`config.mk`:
```
export PLATFORM = sky130hd
export DESIGN_NAME = rr_grant_ctrl
export DESIGN_NICKNAME = d
export VERILOG_FILES = /design/src/rtl/rr_grant_ctrl.sv
export SDC_FILE = /design/constraint.sdc
export NUM_CORES = 1
export LEC_CHECK = 0
export ABC_AREA = 1
export CAP_MARGIN = 20
export CORE_MARGIN = 1.5
export CORE_UTILIZATION = 46
export DETAILED_ROUTE_END_ITERATION = 8
export GPL_TIMING_DRIVEN = 0
export PLACE_DENSITY = 0.9
export REMOVE_ABC_BUFFERS = 1
export SLEW_MARGIN = 20
export SYNTH_ARGS = -nofsm -noshare
export SYNTH_HDL_FRONTEND = slang
export SYNTH_SLANG_ARGS = --single-unit
```
`constraint.sdc`:
```
create_clock -name i_clk -period 2 [get_ports i_clk]
set_clock_uncertainty 0.1 [all_clocks]
set_input_delay 0.2 -clock i_clk [delete_from_list [all_inputs] [get_ports i_clk]]
set_output_delay 0.2 -clock i_clk [all_outputs]
set_load 0.1 [all_outputs]
```
`src/rtl/rr_grant_ctrl.sv`:
```
// rtl/rr_grant_ctrl.sv - sequential grant holder and round-robin priority owner for a prefix arbiter
module rr_grant_ctrl #(
  parameter int arbiter_width = 8,
  parameter int hold_max      = 16,
  parameter int owner_w       = $clog2(arbiter_width)
) (
  input  logic                     i_clk,
  input  logic                     i_rst_n,
  input  logic [arbiter_width-1:0] i_req,
  input  logic [arbiter_width-1:0] i_done,
  input  logic [arbiter_width-1:0] i_grant,
  input  logic                     i_ag,
  output logic [arbiter_width-1:0] o_prior,
  output logic [arbiter_width-1:0] o_grant_q,
  output logic [owner_w-1:0]       o_owner,
  output logic                     o_busy,
  output logic                     o_timeout,
  output logic                     o_err
);

  localparam int cnt_w = (hold_max > 0) ? $clog2(hold_max + 1) : 1;
  localparam logic [cnt_w-1:0] cnt_last = cnt_w'((hold_max > 0) ? hold_max - 1 : 0);
  localparam logic [cnt_w-1:0] cnt_sat  = '1;

  localparam logic [0:0] st_idle = 1'b0;
  localparam logic [0:0] st_busy = 1'b1;

  logic [0:0]               state;
  logic [cnt_w-1:0]         cnt;
  logic                     grant_onehot;
  logic                     grant_in_req;
  logic                     accept;
  logic                     malformed;
  logic [owner_w-1:0]       grant_idx;
  logic                     rel_done;
  logic                     rel_drop;
  logic                     rel_tmo;
  logic                     release_now;
  logic [arbiter_width-1:0] prior_rot;

  always_comb begin
    grant_onehot = (i_grant != '0) &&
                   ((i_grant & (i_grant - arbiter_width'(1))) == '0);
    grant_in_req = (i_grant & i_req) != '0;
    accept       = i_ag && grant_onehot && grant_in_req;
    malformed    = i_ag && !accept;
  end

  always_comb begin
    grant_idx = '0;
    for (int i = 0; i < arbiter_width; i++) begin
      if (i_grant[i]) grant_idx = owner_w'(i);
    end
  end

  // Release qualifiers only look at the owner's lines; other requesters are ignored while BUSY.
  always_comb begin
    rel_done    = i_done[o_owner];
    rel_drop    = !i_req[o_owner];
    rel_tmo     = (hold_max != 0) && (cnt == cnt_last);
    release_now = rel_done || rel_drop || rel_tmo;
  end

  always_comb begin
    prior_rot = '0;
    for (int i = 0; i < arbiter_width; i++) begin
      prior_rot[(i + 1) % arbiter_width] = o_grant_q[i];
    end
  end

  assign o_busy = (state == st_busy);

  always_ff @(posedge i_clk or negedge i_rst_n) begin
    if (!i_rst_n) begin
      state     <= st_idle;
      cnt       <= '0;
      o_prior   <= arbiter_width'(1);
      o_grant_q <= '0;
      o_owner   <= '0;
      o_timeout <= 1'b0;
      o_err     <= 1'b0;
    end else begin
      o_timeout <= 1'b0;
      case (state)
        st_idle: begin
          if (accept) begin
            o_grant_q <= i_grant;
            o_owner   <= grant_idx;
            cnt       <= '0;
            state     <= st_busy;
          end else if (malformed) begin
            o_err <= 1'b1;
          end
        end
        st_busy: begin
          if (release_now) begin
            o_grant_q <= '0;
            o_prior   <= prior_rot;
            state     <= st_idle;
            o_timeout <= rel_tmo && !rel_done && !rel_drop;
          end else if (cnt != cnt_sat) begin
            cnt <= cnt + cnt_w'(1);
          end
        end
        default: state <= st_idle;
      endcase
    end
  end

endmodule

```
# Word-level counts from Yosys, hierarchy flattened

Cells that the tools add are included.

Mux-type cells: 23
Multiply operators: 0
Divide/modulo/power cells: 0
Shift operators: 0
$lt $le $gt $ge: 1
Equality and inequality tests: 6
Bitwise gates (word level): 4
Add/sub/neg operators: 2
Reductions and logical operators: 19

Operators by type and width:

| operator            | number |
|---|---|
| $mux 3              | 6 |
| $and 8x8->8         | 2 |
| $mux 8              | 2 |
| $pmux 8 s2          | 1 |
| $reduce_bool 8->1   | 2 |
| $mux 5              | 3 |
| $pmux 5 s2          | 1 |
| $logic_not 8->1     | 1 |
| $sub 8x1->8 const B | 1 |
| $mux 1              | 7 |
| $bmux 1 s3          | 2 |
| $logic_and 1x1->1   | 6 |
| $reduce_and 2->1    | 3 |
| $reduce_and 3->1    | 2 |
| $add 5x1->5 const B | 1 |
| $eq 5x4->1 const B  | 1 |
| $ne 5x5->1 const B  | 1 |
| $lt 3x4->1 const B  | 1 |
| $ne 2x1->1 const B  | 2 |
| $ne 2x2->1 const B  | 2 |
| $logic_not 1->1     | 3 |
| $logic_or 1x1->1    | 2 |
| $not 1->1           | 2 |
| $pmux 1 s2          | 1 |

Bits in writable memories: 0
Input bits: 27
Register bits after elaboration: 27
Word-level logic and storage cells: 62
Memories kept: 0
Latch bits: 0
Bits in read-only memories: 0

# Depth between registers and ports, before layout

Gate-level depths: netlist of run 1.

Word-level depth: 9
Depth in mapped cells: 12
Gate-level depth less buffers: 12

# Worst setup path after synthesis of run 1

No wires, ideal clock.

Path kind: flip-flop to flip-flop
Start: reg o_owner[0]
End: reg o_grant_q[0]
Setup slack: -188 ps
Clock period less this slack: 2188 ps
Buffers on the path: 2
Cell stages (with the launch flop): 12
Library setup time: 126 ps
Data arrival time: 1961 ps
Cells stage by stage: dfrtp_1 > buf_6 > nor2_2 > nand2_1 > nand3_1 > nand3_1 > nand2_2 > nand2_4 > nand2_4 > buf_8 > nand3_1 > o21ai_1

Longest elaborated chain between the ends: 7
Elaborated cells on any way between the ends: 9
Those cells by class: eq/ne (1); mux (4); reduce/logical (4)

Ends and longest elaborated chain:

| what                                | line | text |
|---|---|---|
| start: declaration                  | 15   | `output logic [owner_w-1:0] o_owner,` |
| start signal: assignment            | 88   | `o_owner <= grant_idx;` |
| $bmux 1 s3                          | 59   | `rel_drop = !i_req[o_owner];` |
| $mux 1 (not written as such)        | 59   |  |
| $logic_not 1->1                     | 59   |  |
| $logic_or 1x1->1 * (2 in series)    | 61   | `release_now = rel_done \|\| rel_drop \|\| rel_tmo;` |
| $ne 2x1->1 (no source line) *       | --   |  |
| $reduce_and 2->1 (no source line) * | --   |  |
| end signal: assignment              | 87   | `o_grant_q <= i_grant;` |
| end: declaration                    | 14   | `output logic [arbiter_width-1:0] o_grant_q,` |

Mark *: on every way between the ends. The rest lies on a longest branch, timed or not. The select of a mux whose other input is x is not followed.
A chain may end at the register's enable or synchronous reset.

# Worst setup path in the final report of run 1

Start: reg o_owner[1]
End: out o_owner[1]

No word-level cell between the ends.

==> impl_results.md, run 1 <==
* Die Span Y at around 60 um
* Hold WC Path Type: in -> async
* IO Count at 49
* Via density per instance at around 4.9
* Crit Reg-Reg Endpoint: cnt[1]
* Total GRT Usage at roughly a fifth
* Max VDD drop at between 0.0002 and 0.0003 V
* CP top delay family: buffers and inverters
* Slew Limit Headroom at between 30% and 40%
* Vias at between 1000 and 1500
* Total Nets Final at 277
* Area Overhead vs Synth at 33.3%
* GR Overflow Total at 0
* Post-synth top area share at between 40 and 50%
* Post-Synth Simple-Gate Area at roughly 37%
* CP required at ~1700 ps
* First-pass DRT Iterations at 4
* Syn avg cell area at approximately 7.6 um2
* Fin cells at between 200 and 300
* Peak per-stage delay on the critical path at 850 ps
* Final min period at between 1500 and 2000 ps
* Residual DRC at 0
* Flops & latches, synth at 27
* R2R cell count at 10
* Core Util, Final at 65.1%
* Synth top area cells: dfrtp_1 43%, nand2_1 15%, nand3_1 9.2%
* Final Hold Viols at 0
* Gate Count Post-Synth at just under 200
* # rows at 20
* Post-synthesis cell type count at 26
* Synth Warn # at 0
* Fmax at 517 MHz
* Worst Path Max Fanout at 5
* CTS root buf: clkbuf_4
* Setup TNS at 0 ps
* Post-DRT Antenna Nets at 0
* Synth Area in Adders at 2.48%
* Critical path type: reg -> out
* Worst-Skew Late Latency at about 320 ps
* Crit path launch type: register
* Largest net degree at the start of global routing at 28
* First-pass GRT wire length at roughly 5300 um
* Vias in the first global route at around 1200
* Post-DP HPWL at 2460 um
* Final worst-path cycle share at between 90% and 100%
* Initial DRC count at 47
* CP bufs+invs at 1
* Reg2Reg Setup Slack at around 150 ps
* Clock Path Buffers at 2
* Mux cell area share after synthesis at 0%
* CP max stage cell: clkdlybuf4s15_1
* Largest area contributor in the netlist: dfrtp_1
* GPL Wtd Cong at approximately 0.83
* Tightest Pin Transition at just under 1000 ps
* Wire per inst at 11.1 um
* Largest family of logic cells by synthesized area: simple AND/OR/NAND/NOR gates
* Setup crit end kind: output port
* Hold WS at 288 ps
* Port-buffer cells at 48
* Sink Count at 27
* Die area at about 0.0036 mm2
* Status: complete, no violations
* Max Slew Vio Count at 0
* Netlist Area Pre-Place at between 0.0015 and 0.002 mm2
* Diode count at 0
* Dpl cells at ~290
* Final Setup Violations at 0
* Leakage at approximately 1.1 nW
* Die X-Extent at 60.4 um
* Post-synthesis compound-gate area fraction at just over 6%
* Max Cap Viol at 0
* Sequential element share of the synthesized area at 44.7%
* H-tree Lvls at 1
* Critical path cell sequence: clkdlybuf4s15_1
* DRT Wirelength at ~3200 um
* Layout cell share with drive strength beyond 1 at between 10% and 20%
* Worst path arrival time at 1630 ps
* Core Region at approximately 0.0031 mm2
* Worst r2r src: cnt[0]
* XOR/XNOR Fraction of Synth Area at less than 1%
* CTS tree: built
* RSZ-0062 raised after global routing: no
* Fill count at 310
* Clock-pin slew on the worst setup and hold paths at about 140 ps
* Initial antenna violation count at 0
* Power per cell area at around 650 mW/mm2
* TritonCTS buffer count at 3
* Starting Density at just under 50%
[cells by family after synthesis]
| kind of cell | count (synthesis) |
|---|---|
| adder cells (fa/ha/maj) | 3 |
| AO/OA/AOI/OAI | 18 |
| AND/OR/NAND/NOR | 121 |
| buffers and inverters | 29 |
| XOR/XNOR | 1 |
| flip-flops | 27 |
[power by group]
part	total [mW]	internal (mW)	leakage [nW]	switching, mW
clock	0.232	0.0750	0.0177	0.157
sequential	0.611	0.576	0.363	0.0346
combinational	0.469	0.123	0.699	0.346
[metrics by stage]
step | cell area (um2) | setup WS (ps) | power (mW)
2_1_floorplan | 1460 | -264 | 0.942
3_3_place_gp | 2000 | -143 | 1.10
3_5_place_dp | 1990 | -151 | 1.11
4_1_cts | 2010 | 27.4 | 1.31
5_1_grt | 2020 | 12.6 | 1.37
6_report | 2020 | 66.7 | 1.31
[metal layers]
metal	up-vias	share of wire, %	GRT usage, %	wire (um)
li1	734	-	-	-
met1	634	44	24.8	1430
met2	53	48	33.4	1550
met3	4	5.9	2.77	189
met4	0	1.3	5.71	41
met5	-	0	0	0
[worst register-to-register path, delay by kind of cell, from the launching register on]
family | cells | cell delay, ps
fa+ha+maj | 2 | 420
buf+inv | 1 | 100
flops | 1 | 430
simple gates | 7 | 710
[synth_stat cells (all sizes together)]
library cell  instances
o21ai                14
nand3                30
and3                  1
nand2                66
dfstp                 1
nor2                 17
a31o                  1
xor2                  1
a21oi                 3
nand4                 5
clkbuf                1
dfrtp                26
nor3b                 1
buf                   5
ha                    3
inv                  23
nand3b                1
[sequential cells by signal, indices dropped and copies added (netlist names)]
register,cells
o_prior,8
o_owner,3
o_busy,1
o_err,1
o_timeout,1
o_grant_q,8
cnt,5
[timing repair]
item | in CTS | in global routing
setup buffers | 0 | 0
hold buffers | 1 | 0
resized for setup | 28 | 4
endpoints found under the setup margin | 22 | 6
pin swaps | 0 | 0
endpoints found under the hold margin | 26 | 0
[cell usage in the layout (no fill, tap or decap), types with 2 or more instances in the layout]
cell	n
inv_1	21
nor2_1	12
inv_2	2
o21ai_0	3
dfrtp_1	25
a21oi_1	3
nand3_1	28
dlygate4sd2_1	18
clkbuf_4	3
clkdlybuf4s15_2	2
clkdlybuf4s50_1	25
ha_1	3
nand2_1	62
nand3_2	2
nand4_1	5
nand2_2	2
o21ai_1	11
nor2_2	5
[worst max path at each step]
stage                    start          to  slack, ps  depth (start not counted)
floorplan           o_owner[0]      cnt[0]       -260                          9
global placement        o_busy      o_busy       -140                          1
CTS                 o_owner[1]  o_owner[1]         30                          1
finish              o_owner[1]  o_owner[1]         70                          1
detailed placement      o_busy      o_busy       -150                          1
global route            cnt[0]      cnt[4]         10                         10
[layout make-up]
class | count | area, um2 | share of cell area (%)
multi-input cells | 143 | 707 | 35.0
clock inverters | 1 | 5.00 | 0.248
well taps | 44 | 55.1 | 2.73
repair buffers | 49 | 465 | 23.0
flip-flops and latches | 27 | 678 | 33.6
clock buffers | 3 | 22.5 | 1.12
inverters | 23 | 86.3 | 4.28
Power figures use the tool's default switching activity.
==> run 2, diff against run 1 <==
--- a/config.mk
+++ b/config.mk
@@ -8,10 +8,10 @@
 export ABC_AREA = 1
 export CAP_MARGIN = 20
 export CORE_MARGIN = 1.5
-export CORE_UTILIZATION = 46
+export CORE_UTILIZATION = 30
 export DETAILED_ROUTE_END_ITERATION = 8
 export GPL_TIMING_DRIVEN = 0
-export PLACE_DENSITY = 0.9
+export PLACE_DENSITY = 0.66
 export REMOVE_ABC_BUFFERS = 1
 export SLEW_MARGIN = 20
 export SYNTH_ARGS = -nofsm -noshare
==> run 2 against run 1 <==
Compared with the run above: utilization down 22 points; sequential power barely moved; critical path depth unchanged; fmax down 0.96%; final cell count up 7.9%; largest power group unchanged.
==> impl_results.md, run 2 (synthesized netlist as in run 1, its figures left out) <==
* Port-buffer cells at 48
* Tightest Pin Transition at slightly below 1000 ps
* Vias in the first global route at ~1200
* M1 WL at 1720 um
* CTS tree: built
* Total GRT Usage at between 10% and 20%
* Clock-pin slew on the worst setup and hold paths at 90 ps
* RSZ-0062 raised after global routing: no
* GPL Wtd Cong at 0.737
* Largest net degree at the start of global routing at 28
* Hold WC Path Type: in -> async
* DRT Wirelength at roughly 3300 um
* Layout cell share with drive strength beyond 1 at around 9.8%
* Post-DP HPWL at about 2600 um
* Uppermost layer routed: met4
* Status: complete, no violations
* Clock Path Buffers at 2
* CP required at approximately 1700 ps
* TritonCTS buffer count at 3
* Initial antenna violation count at 0
* Initial DRC count at 57
* Met2 wire length at approximately 1400 um
* Area Overhead vs Synth at 36.7%
* DR WL met3 at 186 um
* Max VDD drop at roughly 0.00027 V
* Fin cells at roughly 310
* Starting Density at a little under a third
* CP top delay family: buffers and inverters
* Worst path arrival time at 1650 ps
* Fmax at between 500 and 600 MHz
* Post-DRT Antenna Nets at 0
* Critical path cell sequence: dlygate4sd2_1
* Biggest regs: o_grant_q x8, o_prior x8, cnt x5
* IO Count at a little under 50
* Max Cap Viol at 0
* Final Setup Violations at 0
* # rows at 25
* Crit path launch type: register
* Hold WS at approximately 360 ps
* H-tree Lvls at 1
* Slew Limit Headroom at around 36%
* First-pass DRT Iterations at 4
* Die Span Y at between 70 and 80 um
* Sink Count at 27
* Tot Pwr at approximately 1.4 mW
* Final min period at 1950 ps
* Via density per instance at approximately 4.4
* Critical path type: reg -> out
* Worst-Skew Late Latency at ~270 ps
* Die X-Extent at 74.1 um
* Total Nets Final at 277
* Commonest non-fill, non-tap cells in the layout: 62 x nand2_1, 28 x nand3_1, 25 x dfrtp_1, 25 x clkdlybuf4s50_1, 21 x inv_1
* Diode count at 0
* Worst Path Max Fanout at 2
* Core Region at 0.00479 mm2
* Final Hold Viols at 0
* Max Slew Vio Count at 0
* Setup crit end kind: output port
* CP bufs+invs at 1
* GR Overflow Total at 0
* CTS root buf: clkbuf_8
* Residual DRC at 0
* Die area at between 0.005 and 0.006 mm2
* Final worst-path cycle share at between 90% and 100%
* Commonest non-fill, non-tap cell in the layout: nand2_1
* Power per cell area at between 600 and 700 mW/mm2
* Leakage at ~1.1 nW
* Dpl cells at 308
* CP max stage cell: dlygate4sd2_1
* Wire per inst at about 11 um
* First-pass GRT wire length at 5590 um
* Peak per-stage delay on the critical path at between 800 and 900 ps
* Vias at around 1400
run 2: changes by cell type in the layout (fill, tap and decap cells not counted):
| cell | previous run | this run |
|---|---|---|
| clkdlybuf4s15_1 | 1 | 0 |
| nand3_4 | 0 | 1 |
| clkbuf_4 | 3 | 0 |
| nand3_2 | 2 | 1 |
| dlygate4sd2_1 | 18 | 20 |
| clkdlybuf4s18_2 | 1 | 0 |
| clkbuf_8 | 0 | 3 |
run 2: per-stage QoR:
step / area (um2) / setup slack [ps] / TNS [ps] / utilization [%]
global route: 2070 / 11.9 / 0 / 43.3
global placement: 2030 / -182 / -813 / 42.3
CTS: 2050 / 44.8 / 0 / 42.9
floorplan: 1460 / -264 / -4220 / -
detailed placement: 2020 / -172 / -1300 / 42.2
finish: 2070 / 47.9 / 0 / 43.3
run 2: area by class of cell:
cell class / count / area (um2)
Inverter: 23 / 86.3
Timing Repair Buffer: 49 / 463
Clock inverter: 1 / 5.00
Fill cell: 502 / 2710
Clock buffer: 3 / 41.3
Tap cell: 67 / 83.8
Sequential cell: 27 / 678
Multi-Input combinational cell: 143 / 714
run 2: path summary, 6_finish.rpt:
path / start / to / slack, ps / cells past startpoint
min: i_rst_n / o_prior[3] / 360 / 2
max: o_prior[0] / o_prior[0] / 50 / 1
max reg2reg: cnt[0] / cnt[4] / 190 / 10
max in group asynchronous: i_rst_n / o_owner[0] / 1010 / 2
min reg2reg: o_prior[0] / o_prior[0] / 360 / 2
min in group i_clk: o_prior[0] / o_prior[0] / 360 / 2
run 2: what timing repair did:
item,CTS,global route
hold buffers,1,0
hold endpoints to repair,26,0
resized for setup,26,3
pin swaps,0,0
setup endpoints to repair,22,6
setup buffers,0,0
run 2: power breakdown:
group	internal, mW	switching (mW)
combinational	0.122	0.347
clock	0.139	0.165
sequential	0.577	0.0342
total	0.838	0.546
run 2: per-layer routing:
metal | global-route usage [%] | up-vias
met3 | 2.17 | 5
li1 | - | 739
met4 | 3.70 | 0
met2 | 19.1 | 46
met1 | 19.3 | 600
met5 | 0 | -
==> run 3, diff against run 2 <==
==> constraint.sdc (replaced) <==
create_clock -name i_clk -period 2 [get_ports i_clk]
set_clock_uncertainty 0.1 [all_clocks]
set_input_delay 0.2 -clock i_clk [delete_from_list [all_inputs] [get_ports i_clk]]
set_output_delay 0.2 -clock i_clk [all_outputs]
set_load 0.02 [all_outputs]
==> run 3 against run 2 <==
Compared with the run above: non-clock buffer count unchanged; design area up 1.1%; final cell count unchanged; hold slack about the same; largest cell class unchanged; first-iteration DRC count up 7.0%; combinational power down 36%; utilization up 0.50 points; register-to-register slack about the same; global-route usage down 0.14 points; critical path type is now reg -> reg; via count about the same; die area unchanged.
==> impl_results.md, run 3 (synthesized netlist as in run 1, its figures left out) <==
* Crit path top cell by count: nand2_1
* Design Area, Final at roughly 0.0021 mm2
* Wire per inst at between 10 and 15 um
* Sink Count at 27
* Worst r2r src: cnt[0]
* CP max stage cell: dfrtp_1
* Largest net degree at the start of global routing at 28
* Crit path launch type: register
* Final Setup Violations at 0
* Via density per instance at around 4.4
* Peak per-stage delay on the critical path at ~420 ps
* First-pass DRT Iterations at 4
* CP bufs+invs at 1
* CTS tree: built
* Final Hold Viols at 0
* CP required at ~2000 ps
* Max VDD drop at between 0.0002 and 0.00025 V
* Vias at 1389
* RSZ-0062 raised after global routing: no
* Max Slew Vio Count at 0
* Worst setup margin at 191 ps
* Clock Path Buffers at 2
* Commonest non-fill, non-tap cells in the layout: 62 x nand2_1, 47 x clkdlybuf4s50_1, 28 x nand3_1, 24 x dfrtp_1, 21 x inv_1
* Power per cell area at 581 mW/mm2
* M1 WL at 1720 um
* DR WL met3 at around 180 um
* Commonest non-fill, non-tap cell in the layout: nand2_1
* Slew Limit Headroom at between 50 and 60%
* Dpl cell area at 0.00202 mm2
* CP top delay family: simple AND/OR/NAND/NOR gates
* Sw frac at a little under 30%
* Instance count on the critical path at 10
* Vias in the first global route at ~1200
* Critical path type: reg -> reg
* GR Overflow Total at 0
* Initial DRC count at between 60 and 70
* Tightest Pin Transition at between 600 and 700 ps
* Clock-pin slew on the worst setup and hold paths at 90 ps
* Residual DRC at 0
* GPL Wtd Cong at between 0.7 and 0.8
* Reg2Reg Setup Slack at 190 ps
* Die Span Y at 74.1 um
* Met2 wire length at around 1400 um
* IO Count at 49
* Fin cells at ~310
* Area Overhead vs Synth at 38.3%
* Final worst-path cycle share at 90.4%
* Hold WC Path Type: in -> async
* Core Region at 0.00479 mm2
* Comb power frac at roughly 25%
* Pre-CTS setup slack at -122 ps
* H-tree Lvls at 1
* DRT Wirelength at about 3300 um
* Total GRT Usage at 12.8%
* TritonCTS buffer count at 3
* First-pass GRT wire length at approximately 5500 um
* Post-DP HPWL at 2560 um
* Crit path to: cnt[4]
* Clk pwr share at 25.0%
* Leakage at ~1.0 nW
* Critical path cell sequence: ha_1 -> nand2_1 -> nor2_1 -> ha_1 -> inv_1 -> nand2_4 -> nand2_8 -> nand3_2 -> nand2_1 -> nand2_1
* Starting Density at a little under a third
* Worst setup path startpoint: cnt[0]
* Uppermost layer routed: met4
* Worst Path Max Fanout at 22
* R2R cell count at 10
* Crit Reg-Reg Endpoint: cnt[4]
* Fill count at about 500
* CTS root buf: clkbuf_8
* Final min period at ~1800 ps
* Total Nets Final at between 200 and 300
* Die area at ~0.0055 mm2
* Initial antenna violation count at 0
* Setup bufs post-CTS at 0
* Dpl cells at roughly 310
* Worst path arrival time at around 1900 ps
* Port-buffer cells at between 40 and 50
* Diode count at 0
* Int Pwr at 0.860 mW
* Worst-Skew Late Latency at between 200 and 300 ps
* Setup crit end kind: register
* Net Switching at around 0.36 mW
* Post-DRT Antenna Nets at 0
* Layout cell share with drive strength beyond 1 at 9.35%
* Status: complete, no violations
* # rows at 25
* Reg power frac at between 50 and 60%
* Fmax at roughly 550 MHz
* Biggest regs: o_grant_q x8, o_prior x8, cnt x5
* Max Cap Viol at 0
* Die X-Extent at 74.1 um
-- run 3: changes by cell type in the layout (fill, tap and decap cells not counted) --
cell / before / now
dlygate4sd2_1: 20 / 0
clkdlybuf4s50_1: 25 / 47
clkdlybuf4s15_2: 2 / 0
dfrtp_2: 1 / 2
dfrtp_1: 25 / 24
-- run 3: how the worst min path moves through the flow --
stage | end | slack [ps] | depth (start not counted)
final | o_prior[3] | 360 | 2
after global routing | o_prior[0] | 380 | 2
after CTS | o_prior[0] | 370 | 2
after detailed placement | o_prior[3] | 140 | 1
after global placement | o_prior[6] | 350 | 2
after floorplan | cnt[0] | -200 | 0
-- run 3: stage by stage --
| step | hold slack (ps) | total power [mW] | utilization, % | setup TNS [ps] |
|---|---|---|---|---|
| 6_report | 363 | 1.22 | 43.8 | 0 |
| 5_1_grt | 382 | 1.29 | 43.8 | 0 |
| 4_1_cts | 369 | 1.22 | 43.4 | 0 |
| 3_5_place_dp | 141 | 0.922 | 42.2 | -1070 |
| 3_3_place_gp | 354 | 0.919 | 42.3 | -568 |
| 2_1_floorplan | -196 | 0.757 | - | 0 |
-- run 3: final cells by class --
type / instances / area (um2) / area share (%)
Clock inverter: 1 / 5.00 / 0.239
Timing Repair Buffer: 49 / 485 / 23.2
Multi-Input combinational cell: 143 / 714 / 34.1
Sequential cell: 27 / 679 / 32.4
Inverter: 23 / 86.3 / 4.12
Tap cell: 67 / 83.8 / 4.00
Clock buffer: 3 / 41.3 / 1.97
-- run 3: power groups by stage --
| stage | registers [mW] | logic (mW) | clock network (mW) |
|---|---|---|---|
| finish | 0.612 | 0.302 | 0.305 |
| global route | 0.618 | 0.332 | 0.338 |
| CTS | 0.612 | 0.301 | 0.311 |
| detailed placement | 0.623 | 0.299 | 0 |
| global placement | 0.621 | 0.297 | 0 |
| floorplan | 0.652 | 0.104 | 0 |
-- run 3: what timing repair did --
item,in CTS,in global routing
endpoints found under the setup margin,0,7
endpoints found under the hold margin,26,0
hold buffers,1,0
resized for setup,0,4
-- run 3: per-layer routing --
layer / global-route usage (%) / vias to the layer above
met5: 0 / -
met4: 3.70 / 0
met3: 2.17 / 5
met2: 18.8 / 46
met1: 19.1 / 600
li1: - / 738
